===== src/rtl/uart_txq_pkg.sv =====
// Shared types, widths and the checksum helper for the UART transmit message queue.
package uart_txq_pkg;

  localparam int unsigned MSG_W  = 16;
  localparam int unsigned BYTE_W = 8;

  typedef enum logic [2:0] {
    StIdle,
    StLoad,
    StWaitStart,
    StWaitDone,
    StGap
  } state_e;

  function automatic logic [BYTE_W-1:0] checksum(input logic [MSG_W-1:0] msg);
    return msg[MSG_W-1:BYTE_W] ^ msg[BYTE_W-1:0];
  endfunction

endpackage


===== src/rtl/uart_tx_msg_queue_if.sv =====
// Message-side and transmitter-side handshake bundle for uart_tx_msg_queue.
interface uart_tx_msg_queue_if;
  import uart_txq_pkg::*;

  logic              msg_WR;
  logic [MSG_W-1:0]  msg_DATA;
  logic              msg_FULL;
  logic              msg_EMPTY;
  logic              msg_OVF;
  logic [BYTE_W-1:0] Tx_Data;
  logic              Tx_WR;
  logic              Tx_EN;
  logic              Tx_BUSY;
  logic              tx_ERR;

  // Environment side: system pusher plus the transmitter's busy flag.
  modport master (
    output msg_WR, msg_DATA, Tx_BUSY,
    input  msg_FULL, msg_EMPTY, msg_OVF, Tx_Data, Tx_WR, Tx_EN, tx_ERR
  );

  modport slave (
    input  msg_WR, msg_DATA, Tx_BUSY,
    output msg_FULL, msg_EMPTY, msg_OVF, Tx_Data, Tx_WR, Tx_EN, tx_ERR
  );

endinterface


===== src/rtl/msg_fifo.sv =====
// Synchronous FIFO with wrap-bit pointers; a pop in the same cycle frees a slot for a push.
module msg_fifo #(
  parameter int unsigned DEPTH = 4,
  parameter int unsigned WIDTH = 16
) (
  input  logic             clk,
  input  logic             reset,
  input  logic             wr,
  input  logic [WIDTH-1:0] wdata,
  input  logic             rd,
  output logic [WIDTH-1:0] rdata,
  output logic             full,
  output logic             empty,
  output logic             wr_accept
);

  localparam int unsigned AW = $clog2(DEPTH);

  logic [AW:0]      wptr_q, rptr_q;
  logic [WIDTH-1:0] mem_q [DEPTH];
  logic             rd_en;

  assign empty     = (wptr_q == rptr_q);
  assign full      = (wptr_q[AW] != rptr_q[AW]) && (wptr_q[AW-1:0] == rptr_q[AW-1:0]);
  assign rd_en     = rd && !empty;
  assign wr_accept = wr && (!full || rd_en);
  assign rdata     = mem_q[rptr_q[AW-1:0]];

  always_ff @(posedge clk or negedge reset) begin
    if (!reset) begin
      wptr_q <= '0;
      rptr_q <= '0;
    end else begin
      if (wr_accept) wptr_q <= wptr_q + 1'b1;
      if (rd_en)     rptr_q <= rptr_q + 1'b1;
    end
  end

  always_ff @(posedge clk) begin
    if (wr_accept) mem_q[wptr_q[AW-1:0]] <= wdata;
  end

endmodule


===== src/rtl/uart_tx_msg_queue.sv =====
// Buffers 16-bit messages and feeds them high byte first to the UART transmitter.
// Define UART_TXQ_CHECKSUM_EN to append an XOR checksum byte to every message.
module uart_tx_msg_queue
  import uart_txq_pkg::*;
#(
  parameter int unsigned DEPTH         = 4,
  parameter int unsigned START_TIMEOUT = 65535
) (
  input logic               clk,
  input logic               reset,
  uart_tx_msg_queue_if.slave bus
);

`ifdef UART_TXQ_CHECKSUM_EN
  localparam logic [1:0] LastIdx = 2'd2;
`else
  localparam logic [1:0] LastIdx = 2'd1;
`endif
  localparam logic [15:0] TimeoutVal = 16'(START_TIMEOUT);

  state_e            state_q;
  logic [MSG_W-1:0]  msg_q;
  logic [1:0]        byte_idx_q;
  logic [15:0]       cnt_q, cnt_inc;
  logic [BYTE_W-1:0] tx_data_q, byte_sel;
  logic              tx_wr_q, tx_en_q, tx_err_q, ovf_q;
  logic              busy_meta_q, busy_sync_q, busy_prev_q, busy_rise, busy_fall;
  logic [MSG_W-1:0]  fifo_rdata;
  logic              fifo_full, fifo_empty, fifo_wr_accept;

  msg_fifo #(
    .DEPTH(DEPTH),
    .WIDTH(MSG_W)
  ) u_fifo (
    .clk      (clk),
    .reset    (reset),
    .wr       (bus.msg_WR),
    .wdata    (bus.msg_DATA),
    .rd       (state_q == StIdle),
    .rdata    (fifo_rdata),
    .full     (fifo_full),
    .empty    (fifo_empty),
    .wr_accept(fifo_wr_accept)
  );

  // Tx_BUSY comes from another clock domain; edges are taken after two flops.
  always_ff @(posedge clk or negedge reset) begin
    if (!reset) begin
      busy_meta_q <= 1'b0;
      busy_sync_q <= 1'b0;
      busy_prev_q <= 1'b0;
    end else begin
      busy_meta_q <= bus.Tx_BUSY;
      busy_sync_q <= busy_meta_q;
      busy_prev_q <= busy_sync_q;
    end
  end

  assign busy_rise = busy_sync_q && !busy_prev_q;
  assign busy_fall = !busy_sync_q && busy_prev_q;
  assign cnt_inc   = (cnt_q == 16'hFFFF) ? cnt_q : cnt_q + 16'd1;

  always_comb begin
    byte_sel = msg_q[MSG_W-1:BYTE_W];
    case (byte_idx_q)
      2'd1: byte_sel = msg_q[BYTE_W-1:0];
`ifdef UART_TXQ_CHECKSUM_EN
      2'd2: byte_sel = checksum(msg_q);
`endif
      default: ;
    endcase
  end

  always_ff @(posedge clk or negedge reset) begin
    if (!reset) begin
      state_q    <= StIdle;
      msg_q      <= '0;
      byte_idx_q <= '0;
      cnt_q      <= '0;
      tx_data_q  <= '0;
      tx_wr_q    <= 1'b0;
      tx_en_q    <= 1'b0;
      tx_err_q   <= 1'b0;
    end else begin
      tx_wr_q <= 1'b0;
      case (state_q)
        StIdle: begin
          if (!fifo_empty) begin
            msg_q      <= fifo_rdata;
            byte_idx_q <= '0;
            state_q    <= StLoad;
          end
        end
        StLoad: begin
          tx_data_q <= byte_sel;
          tx_en_q   <= 1'b1;
          tx_wr_q   <= 1'b1;
          cnt_q     <= '0;
          state_q   <= StWaitStart;
        end
        StWaitStart: begin
          if (busy_rise) begin
            state_q <= StWaitDone;
          end else if (cnt_inc == TimeoutVal) begin
            // Abort: the rest of this message is skipped by jumping to the last index.
            cnt_q      <= cnt_inc;
            tx_err_q   <= 1'b1;
            tx_en_q    <= 1'b0;
            byte_idx_q <= LastIdx;
            state_q    <= StGap;
          end else begin
            cnt_q <= cnt_inc;
          end
        end
        StWaitDone: begin
          if (busy_fall) begin
            tx_en_q <= 1'b0;
            state_q <= StGap;
          end
        end
        StGap: begin
          if (byte_idx_q != LastIdx) begin
            byte_idx_q <= byte_idx_q + 2'd1;
            state_q    <= StLoad;
          end else begin
            state_q <= StIdle;
          end
        end
        default: state_q <= StIdle;
      endcase
    end
  end

  always_ff @(posedge clk or negedge reset) begin
    if (!reset) begin
      ovf_q <= 1'b0;
    end else if (bus.msg_WR && !fifo_wr_accept) begin
      ovf_q <= 1'b1;
    end
  end

  assign bus.msg_FULL  = fifo_full;
  assign bus.msg_EMPTY = fifo_empty && (state_q == StIdle);
  assign bus.msg_OVF   = ovf_q;
  assign bus.Tx_Data   = tx_data_q;
  assign bus.Tx_WR     = tx_wr_q;
  assign bus.Tx_EN     = tx_en_q;
  assign bus.tx_ERR    = tx_err_q;

endmodule


===== src/flat_wrapper.sv =====
// flat-port wrapper written by rule: the top's interface ports become plain ports
module uart_tx_msg_queue_flat import uart_txq_pkg::*;
#(
  parameter int unsigned DEPTH         = 4,
  parameter int unsigned START_TIMEOUT = 65535
)
  (clk, reset, bus_msg_WR, bus_msg_DATA, bus_Tx_BUSY, bus_msg_FULL, bus_msg_EMPTY, bus_msg_OVF, bus_Tx_Data, bus_Tx_WR, bus_Tx_EN, bus_tx_ERR);
  uart_tx_msg_queue_if bus_i ();
  input logic clk;
  input logic reset;
  input wire logic [$bits(bus_i.msg_WR)-1:0] bus_msg_WR;
  input wire logic [$bits(bus_i.msg_DATA)-1:0] bus_msg_DATA;
  input wire logic [$bits(bus_i.Tx_BUSY)-1:0] bus_Tx_BUSY;
  output wire logic [$bits(bus_i.msg_FULL)-1:0] bus_msg_FULL;
  output wire logic [$bits(bus_i.msg_EMPTY)-1:0] bus_msg_EMPTY;
  output wire logic [$bits(bus_i.msg_OVF)-1:0] bus_msg_OVF;
  output wire logic [$bits(bus_i.Tx_Data)-1:0] bus_Tx_Data;
  output wire logic [$bits(bus_i.Tx_WR)-1:0] bus_Tx_WR;
  output wire logic [$bits(bus_i.Tx_EN)-1:0] bus_Tx_EN;
  output wire logic [$bits(bus_i.tx_ERR)-1:0] bus_tx_ERR;
  assign bus_i.msg_WR = bus_msg_WR;
  assign bus_i.msg_DATA = bus_msg_DATA;
  assign bus_i.Tx_BUSY = bus_Tx_BUSY;
  assign bus_msg_FULL = bus_i.msg_FULL;
  assign bus_msg_EMPTY = bus_i.msg_EMPTY;
  assign bus_msg_OVF = bus_i.msg_OVF;
  assign bus_Tx_Data = bus_i.Tx_Data;
  assign bus_Tx_WR = bus_i.Tx_WR;
  assign bus_Tx_EN = bus_i.Tx_EN;
  assign bus_tx_ERR = bus_i.tx_ERR;
  uart_tx_msg_queue #(.DEPTH(DEPTH), .START_TIMEOUT(START_TIMEOUT)) u_core (.clk(clk), .reset(reset), .bus(bus_i));
endmodule

===== config.mk =====
export PLATFORM = sky130hd
export DESIGN_NAME = uart_tx_msg_queue_flat
export DESIGN_NICKNAME = d
export VERILOG_FILES = /design/src/rtl/uart_txq_pkg.sv /design/src/rtl/uart_tx_msg_queue_if.sv /design/src/rtl/msg_fifo.sv /design/src/rtl/uart_tx_msg_queue.sv /design/src/flat_wrapper.sv
export SDC_FILE = /design/constraint.sdc
export NUM_CORES = 1
export LEC_CHECK = 0
export CORE_MARGIN = 3
export CORE_UTILIZATION = 63
export DETAILED_ROUTE_END_ITERATION = 6
export GPL_ROUTABILITY_DRIVEN = 0
export PLACE_DENSITY = 0.92
export SYNTH_ARGS = -nofsm -noshare
export SYNTH_HDL_FRONTEND = slang
export SYNTH_SLANG_ARGS = --single-unit

===== constraint.sdc =====
create_clock -name clk -period 3.2 [get_ports clk]
set_input_delay 0.64 -clock clk [delete_from_list [all_inputs] [get_ports clk]]
set_output_delay 0.64 -clock clk [all_outputs]
set_load 0.01 [all_outputs]

[Word level (Yosys, flattened, before mapping)]
Memories as Yosys holds them, arrays and structs flattened. A register that Yosys moved wholly into a read port is not among the register bits.
Cells that the tools add are included.
Word-level totals
  register bits: 42
  memory bits (writable): 64
  input bits: 20
  logic and storage cells: 83
  memories kept: 1
Memories
  u_core.u_fifo.mem_q: depth 4, width 16, rd ports 1, clocked after Yosys merged registers in 1, write ports 1, RTL line msg_fifo.sv:20  | logic [WIDTH-1:0] mem_q [DEPTH];
Cells by class
  add/sub/neg operators: 4
  equal/unequal tests: 17
  multiplexer cells: 22
  bitwise operators: 2
  reduce and logical (&&, ||, !) cells: 24
Operators by type and width (count)
  == test 16 bit (second input constant): 2
  two-way mux 16 bit: 2
  one-hot mux 16 bit (2 select lines): 1
  adder 16 x 1 -> 16 bit (second input constant): 1
  one-hot mux 3 bit (5 select lines): 1
  two-way mux 3 bit: 4
  two-way mux 2 bit: 4
  two-way mux 8 bit: 1
  inequality test 2 x 1 -> 1 bit (second input constant): 4
  logical AND 1 bit: 7
  two-way mux 1 bit: 7
  adder 3 x 1 -> 3 bit (second input constant): 2
  == test 3 x 2 -> 1 bit (second input constant): 2
  logical NOT 1 bit: 6
  one-hot mux 2 bit (3 select lines): 1
  AND reduction 3 bit: 2
  nonzero test 3 bit: 2
  AND reduction 5 bit: 1
  inequality test 2 bit (second input constant): 2
  AND reduction 2 bit: 2
  AND reduction 4 bit: 1
  == test 3 x 1 -> 1 bit (second input constant): 1
  == test 3 bit: 1
  == test 3 bit (second input constant): 1
  other kinds (10): 11

[Logic depth before layout (Yosys ltp)]
Gate-level depths: netlist (run 1).
  word-level depth: 7
  depth in mapped cells: 9

[Cells and area by module]
From an unflattened synthesis (run 1), not the netlist that was laid out.
Second synthesis, totals
  cells, all modules: 389
  area, all modules: 5461.5 µm²
Modules (own cells, without submodules)
  msg_fifo: times used 1, cells each 128, area each 2793.9 µm²
  uart_tx_msg_queue: times used 1, cells each 261, area each 2667.6 µm²

[Worst setup path before layout (run 1)]
OpenSTA, ideal clock, no wires.
  path type: reg-to-reg
  from: reg u_core.cnt_q[0]
  to: reg u_core.cnt_q[7]
  setup time: 0.074 ns
  arrival time: 2.092 ns
  path slack: 1.034 ns
  stages on the path, launching flop included: 10
  period minus slack after synthesis: 2.166 ns
  cells stage by stage: dfrtp_1 -> ha_1 -> nand4_4 -> or4_1 -> buf_2 -> and3_4 -> buf_6 -> a31oi_1 -> o21ai_1 -> o21ai_2
Between the ends
  word-level cells in the longest chain between the ends: 4
Ends and longest elaborated chain
  start, declared: RTL line uart_tx_msg_queue.sv:24  | logic [15:0] cnt_q, cnt_inc;
  start signal, assigned: RTL line uart_tx_msg_queue.sv:106  | cnt_q <= cnt_inc;
  start signal, assigned: RTL line uart_tx_msg_queue.sv:112  | cnt_q <= cnt_inc;
  adder 16 x 1 -> 16 bit or == test 16 bit (tied branches): RTL line uart_tx_msg_queue.sv:61  | assign cnt_inc = (cnt_q == 16'hFFFF) ? cnt_q : cnt_q + 16'd1;
  two-way mux 16 bit *: RTL line uart_tx_msg_queue.sv:61
  two-way mux 16 bit *: RTL line uart_tx_msg_queue.sv:102  | if (busy_rise) begin
  one-hot mux 16 bit (2 select lines) *: RTL line uart_tx_msg_queue.sv:86  | case (state_q)
Mark *: on every way between the ends. The rest lies on a longest branch, timed or not. The select of a mux whose other input is x is not followed.
A chain may end at the register's enable or synchronous reset.

[Final worst setup path (run 1)]
  from: reg u_core.u_fifo.rptr_q[2]
  to: out bus_msg_EMPTY
Between the ends
  word-level cells in the longest chain between the ends: 2
Ends and longest elaborated chain
  start, declared: RTL line msg_fifo.sv:19  | logic [AW:0] wptr_q, rptr_q;
  start signal, assigned: RTL line msg_fifo.sv:35  | if (rd_en) rptr_q <= rptr_q + 1'b1;
  == test 3 bit: RTL line msg_fifo.sv:23  | assign empty = (wptr_q == rptr_q);
  logical AND 1 bit: RTL line uart_tx_msg_queue.sv:143  | assign bus.msg_EMPTY = fifo_empty && (state_q == StIdle);
  end, declared: RTL line flat_wrapper.sv:15  | output wire logic [$bits(bus_i.msg_EMPTY)-1:0] bus_msg_EMPTY;
No other way between the ends.

==> results of run 1 <==
## power by group through the flow
stage               registers (mW)  logic, mW  clock network [mW]
finish                        2.44       1.82                1.85
global placement              2.38       1.67                   0
floorplan                     2.33       1.25                   0
detailed placement            2.42       1.77                   0
global route                  2.48       1.99                1.96
CTS                           2.43       1.84                1.88
## cells in the final DEF (no fill, tap or decap), types with 7 or more instances in the layout
cell,instances
mux2i_1,10
nor2_1,27
clkdlybuf4s50_1,32
o21ai_0,14
ha_1,7
dfrtp_1,58
xnor2_1,7
inv_1,8
nand3_1,9
buf_4,9
mux4_2,16
nand2_1,14
edfxtp_1,64
a21oi_1,18
mux2_2,19
nor3_1,10
clkbuf_16,16
## cell type report
class                      count  area share [%]
clock buffer                  17            6.56
clock inverter                15            2.58
inverter                       8           0.476
multi-input combinational    219            28.7
sequential                   122            53.4
tap                          102            2.02
timing repair buffer          42            6.23
## per-stage QoR
stage,util [%],cells
after floorplan,-,368
after global placement,72.3,493
after detailed placement,72.3,493
after CTS,79.6,525
after global routing,79.6,525
final,79.6,525
## synthesized netlist by cell type, types with 5 or more instances
master / n
edfxtp_1: 64
dfrtp_1: 58
nor2_1: 27
mux2_2: 19
a21oi_1: 18
mux4_2: 16
nand2_1: 14
o21ai_0: 14
nor3_1: 11
buf_2: 10
mux2i_1: 10
nand3_1: 9
inv_1: 8
ha_1: 7
xnor2_1: 7
clkbuf_1: 6
a31oi_1: 5
and2_1: 5
and3_1: 5
## sequential cells by signal, indices dropped and copies added, names as in the netlist
register              cells
u_core.busy_prev_q        1
u_core.cnt_q             16
u_core.bus.Tx_WR          1
u_core.bus.Tx_Data        8
u_core.u_fifo.wptr_q      3
u_core.bus.tx_ERR         1
u_core.bus.msg_OVF        1
u_core.busy_meta_q        1
u_core.msg_q             16
u_core.u_fifo.mem_q      64
u_core.state_q            3
u_core.busy_sync_q        1
u_core.u_fifo.rptr_q      3
u_core.bus.Tx_EN          1
u_core.byte_idx_q         2
## final timing paths
kind                                                     start                            end  slack, ns  depth (start not counted)
setup / recovery           u_core.u_fifo.rptr_q[2]$_DFFE_PN0P_                  bus_msg_EMPTY       0.40                          4
hold reg to reg                   u_core.busy_meta_q$_DFF_PN0_   u_core.busy_sync_q$_DFF_PN0_       0.35                          0
max in group asynchronous                                reset    u_core.msg_q[4]$_DFFE_PN0P_       2.13                          2
setup reg to reg                   u_core.cnt_q[0]$_DFFE_PN0P_  u_core.state_q[1]$_DFFE_PN0P_       0.75                          7
min in group clk                  u_core.busy_meta_q$_DFF_PN0_   u_core.busy_sync_q$_DFF_PN0_       0.35                          0
hold / removal                                           reset  u_core.bus.tx_ERR$_DFFE_PN0P_       0.28                          1
## per-layer routing
layer | global-route usage (%) | vias to the layer above | wire length, um
met5 | 0 | - | 0
met4 | 12.5 | 0 | 452
met3 | 7.43 | 37 | 623
met2 | 42.4 | 130 | 5890
met1 | 32.7 | 1687 | 4530
li1 | - | 1504 | -
## critical path, stage by stage, from the launching register on
cell             delay (ns)
dfrtp_1                0.40
xnor2_1                0.27
nand3_1                0.19
nor4_1                 0.21
clkdlybuf4s50_1        0.58
## logic make-up after synthesis
kind of cell | after synthesis
flip-flops | 122
AND/OR/NAND/NOR | 99
AO/OA/AOI/OAI | 59
multiplexers | 45
buffers and inverters | 27
XOR/XNOR | 9
adder cells (fa/ha/maj) | 7
==> flow_metrics.py, run 1 <==
metrics = {
    "synthesis": {
        "synth_warnings": 0,
        "synth_edf_count": 64,
        "synth-seq-cells": 122,
        "synthFlopType": "edfxtp_1",
        "yosysSeqAreaShare_pct": 63.6,
        "netlist_instances": 368,
        "yosysTopAreaCell": "edfxtp_1",
        "synth_area_sq_um": 5300,
        "synth_nets": 395,
        "yosysTopAreaCellShare_pct": 36.3,
        "syn_avg_cell_area_sq_um": 14.4,
        "synthAdderAreaFrac_pct": 1.65,
        "synth_top_family_by_area": "multiplexers",
        "synth.area.mux_share_pct": 12.7,
        "synth_compound_gate_area_share_pct": 7.25,
        "yosysUniqueCellTypes": 53,
        "synth_xor_area_share_pct": 1.49,
        "synth_area_leaders": "edfxtp_1 (36%), dfrtp_1 (27%), mux4_2 (6.8%)",
        "async_flop_share_pct": 47.5,
        "synthSimpleGateAreaFrac_pct": 11.0,
    },
    "critical_path": {
        "end_kind": "output port",
        "path_class": "flop to output port",
        "required_ns": 2.56,
        "arrival_ns": 2.16,
        "cp_max_fo": 4,
        "start_kind": "flop",
    },
    "route": {
        "viasPerCell": 6.40,
        "drt_iter0_drc": 219,
        "ant_nets": 0,
        "firstDrtPassIters": 5,
        "wire_per_inst_um": 21.9,
        "drc": 0,
        "vias": 3358,
        "routed_wirelength_um": 11500,
    },
    "timing": {
        "clock_skew_ns": 0.00925,
        "setup_tns_ns": 0,
        "worst_pin_slew_ns": 0.951,
        "hold_violations": 0,
        "max_clock_freq_ghz": 0.357,
        "holdWs_ns": 0.276,
        "rsz0062_at_grt": "no",
        "post-route-period-util_pct": 87.5,
        "period_needed_ns": 2.80,
        "finalSetupViolCount": 0,
        "max_slew_margin_pct": 36.6,
        "drv_slew": 0,
        "setup_ws_ns": 0.399,
    },
    "cells_and_area": {
        "final.fill_count": 416,
        "fin_area_sq_um": 6310,
        "nNetsFinal": 437,
        "drive_gt1_share_pct": 20.8,
        "diodes": 0,
        "multi_input_area_sq_um": 1810,
        "syn_to_final_growth_pct": 19.0,
        "regArea_sq_um": 3370,
    },
    "run": {
        "drv_cap": 0,
    },
    "pwr": {
        "seqPwrFrac_pct": 39.9,
        "cellInternalPower_mw": 4.11,
        "p_per_area_nw_per_um2": 968,
        "switching_power_mw": 2.00,
        "clkPwrFrac_pct": 30.3,
        "ir_drop_mv": 0.619,
        "p_sw_share_pct": 32.7,
        "total_power_mw": 6.11,
        "cellLeakagePower_nw": 2.39,
        "p_comb_share_pct": 29.7,
    },
    "global_route": {
        "grt-ovfl-total": 0,
        "grt.total_usage_pct": 26.1,
        "antenna_found_initial": 0,
        "grt_pass1_wl_um": 18900,
        "grt_pass1_vias": 3477,
        "grt_max_degree": 44,
    },
    "cts": {
        "clkTransAtPathRegs_ns": 0.06,
        "cts_tree": "built",
        "clk_latency_ns": 0.51,
        "cts_hold_buf": 0,
        "clock_sinks": 122,
        "cts.path.max_buffers": 2,
        "post-cts-setup-buffers": 0,
        "cts_htree_levels": 4,
        "post_cts_resize_count": 0,
        "cts-root-buf": "clkbuf_8",
        "cts-buffers-inserted": 17,
    },
    "floorplan": {
        "die_h_um": 97.7,
        "coreArea_sq_um": 7930,
        "rows": 32,
        "initial_utilization_pct": 66.9,
        "die_w_um": 97.7,
        "die-area_sq_um": 9550,
        "ios": 34,
    },
    "outcome": {
        "status": "complete, no violations",
    },
    "place": {
        "port_buffers": 33,
        "pre_cts_ws_ns": 0.811,
        "place_area_sq_um": 5730,
        "hpwl_um": 6810,
    },
    "min_path": {
        "min_path_type": "input port to async pin",
    },
}
No activity file was read; power rests on OpenSTA's default activity.
==> run 2, diff against run 1 <==
--- a/config.mk
+++ b/config.mk
@@ -12,4 +12,6 @@
 export PLACE_DENSITY = 0.92
 export SYNTH_ARGS = -nofsm -noshare
 export SYNTH_HDL_FRONTEND = slang
+export SYNTH_HIERARCHICAL = 1
 export SYNTH_SLANG_ARGS = --single-unit
+export TNS_END_PERCENT = 1
==> flow_metrics.py, run 2 <==
metrics = {
    "floorplan": {
        "ios": 34,
        "die_w_um": 99.1,
        "die-area_sq_um": 9820,
        "coreArea_sq_um": 8300,
        "initial_utilization_pct": 65.8,
        "rows": 33,
        "die_h_um": 99.1,
    },
    "critical_path": {
        "arrival_ns": 2.41,
        "end_kind": "output port",
        "start_kind": "flop",
        "path_class": "flop to output port",
        "required_ns": 2.56,
        "cp_max_fo": 8,
    },
    "route": {
        "firstDrtPassIters": 5,
        "viasPerCell": 6.64,
        "routed_wirelength_um": 13000,
        "wire_per_inst_um": 23.5,
        "drc": 0,
        "drt_iter0_drc": 358,
        "vias": 3666,
        "ant_nets": 0,
    },
    "global_route": {
        "grt-ovfl-total": 0,
        "grt_pass1_wl_um": 21200,
        "grt_pass1_vias": 3841,
        "grt_max_degree": 44,
        "antenna_found_initial": 0,
        "grt.total_usage_pct": 29.0,
    },
    "synthesis": {
        "yosysSeqAreaShare_pct": 61.8,
        "synth_warnings": 6,
        "yosysTopAreaCellShare_pct": 35.2,
        "synth_edf_count": 64,
        "synth-seq-cells": 122,
        "netlist_instances": 389,
        "async_flop_share_pct": 47.5,
        "synth_area_leaders": "edfxtp_1 (35%), dfrtp_1 (27%), mux4_2 (4.9%)",
        "yosysUniqueCellTypes": 61,
        "yosysMostFrequentCell": "edfxtp_1",
        "syn_avg_cell_area_sq_um": 14.0,
        "synth_nets": 416,
        "synthTopCellsByCount": "edfxtp_1 (64), dfrtp_1 (58), nor2_1 (27), a21oi_1 (20), nand2_1 (19)",
        "synthFlopType": "edfxtp_1",
        "yosysTopAreaCell": "edfxtp_1",
        "synth_area_sq_um": 5460,
    },
    "cts": {
        "cts-root-buf": "clkbuf_8",
        "cts.path.max_buffers": 2,
        "cts_hold_buf": 0,
        "cts_htree_levels": 4,
        "clock_sinks": 122,
        "clkTransAtPathRegs_ns": 0.06,
        "post-cts-setup-buffers": 0,
        "clk_latency_ns": 0.52,
        "cts-buffers-inserted": 17,
        "cts_tree": "built",
        "post_cts_resize_count": 0,
    },
    "pwr": {
        "p_per_area_nw_per_um2": 989,
        "total_power_mw": 6.40,
        "ir_drop_mv": 0.884,
        "cellLeakagePower_nw": 2.42,
    },
    "min_path": {
        "min_path_type": "input port to async pin",
    },
    "timing": {
        "setup_tns_ns": 0,
        "rsz0062_at_grt": "no",
        "drv_slew": 0,
        "finalSetupViolCount": 0,
        "worst_pin_slew_ns": 0.948,
        "post-route-period-util_pct": 95.5,
        "max_clock_freq_ghz": 0.327,
        "hold_violations": 0,
        "clock_skew_ns": 0.00781,
        "period_needed_ns": 3.05,
        "setup_ws_ns": 0.146,
        "max_slew_margin_pct": 36.8,
    },
    "cells_and_area": {
        "fin_cells": 552,
        "nNetsFinal": 461,
        "layout_common_cells": "edfxtp_1 (64), dfrtp_1 (58), clkdlybuf4s50_1 (32)",
        "diodes": 0,
        "largest_register_ffs": 64,
        "final_common_cell": "edfxtp_1",
        "drive_gt1_share_pct": 19.7,
        "syn_to_final_growth_pct": 18.4,
    },
    "place": {
        "port_buffers": 33,
        "pre_cts_ws_ns": 0.743,
        "place_inst": 520,
        "hpwl_um": 7230,
    },
    "run": {
        "drv_cap": 0,
    },
    "outcome": {
        "status": "complete, no violations",
    },
}
## run 2: layout make-up
class	count	area [sq um]
Sequential cell	122	3370
Multi-Input combinational cell	237	1940
Inverter	12	45.0
Fill cell	410	1830
Clock inverter	15	154
Clock buffer	17	414
Tap cell	105	131
Timing Repair Buffer	44	408
## run 2: logic make-up after synthesis
group / Yosys count / synth area share (%)
flip-flops: 122 / 61.8
AO/OA/AOI/OAI: 74 / 9.44
multiplexers: 43 / 12.3
buffers and inverters: 30 / 2.68
adder cells (fa/ha/maj): 7 / 1.60
XOR/XNOR: 8 / 1.76
AND/OR/NAND/NOR: 105 / 10.4
## run 2: power by group
part	total [mW]	internal, mW	switching, mW
clock	1.85	1.06	0.792
combinational	2.09	0.959	1.13
sequential	2.46	2.12	0.341
## run 2: final timing paths
check	startpoint	depth (start not counted)	slack [ns]	endpoint
setup / recovery	u_core/u_fifo/wptr_q[1]$_DFFE_PN0P_	4	0.15	bus_msg_EMPTY
hold / removal	reset	1	0.26	u_core/bus.msg_OVF$_DFFE_PN0P_
setup reg to reg	u_core/cnt_q[0]$_DFFE_PN0P_	8	0.75	u_core/byte_idx_q[0]$_DFFE_PN0P_
hold reg to reg	u_core/busy_meta_q$_DFF_PN0_	0	0.36	u_core/busy_sync_q$_DFF_PN0_
max in group asynchronous	reset	2	2.14	u_core/bus.Tx_WR$_DFF_PN0_
min in group clk	u_core/busy_meta_q$_DFF_PN0_	0	0.36	u_core/busy_sync_q$_DFF_PN0_
## run 2: worst max-delay path, stage by stage, from the launching register on
cell	delay, ns
dfrtp_1	0.49
xor2_4	0.24
nor3_1	0.43
and2_1	0.19
clkdlybuf4s50_1	0.53
## run 2: metrics by stage
stage / hold slack (ns) / utilization, % / area, sq um
4_1_cts: 0.287 / 77.9 / 6470
3_3_place_gp: 0.335 / 71.1 / 5900
5_1_grt: 0.317 / 77.9 / 6470
3_5_place_dp: 0.337 / 71.1 / 5900
2_1_floorplan: 0.331 / - / 5460
6_report: 0.260 / 77.9 / 6470
## run 2: metal layers
layer	GRT usage [%]	vias to the layer above	routed length, um
li1	-	1580	-
met1	35.9	1851	5040
met2	48.4	191	6600
met5	0	-	0
met4	11.1	0	414
met3	8.91	44	920
==> run 3, diff against run 2 <==
--- a/config.mk
+++ b/config.mk
@@ -7,6 +7,7 @@
 export LEC_CHECK = 0
 export CORE_MARGIN = 3
 export CORE_UTILIZATION = 63
+export CTS_CLUSTER_SIZE = 24
 export DETAILED_ROUTE_END_ITERATION = 6
 export GPL_ROUTABILITY_DRIVEN = 0
 export PLACE_DENSITY = 0.92
==> results of run 3 <==
The final DEF is identical to that of run 2; final timing and power are the same.
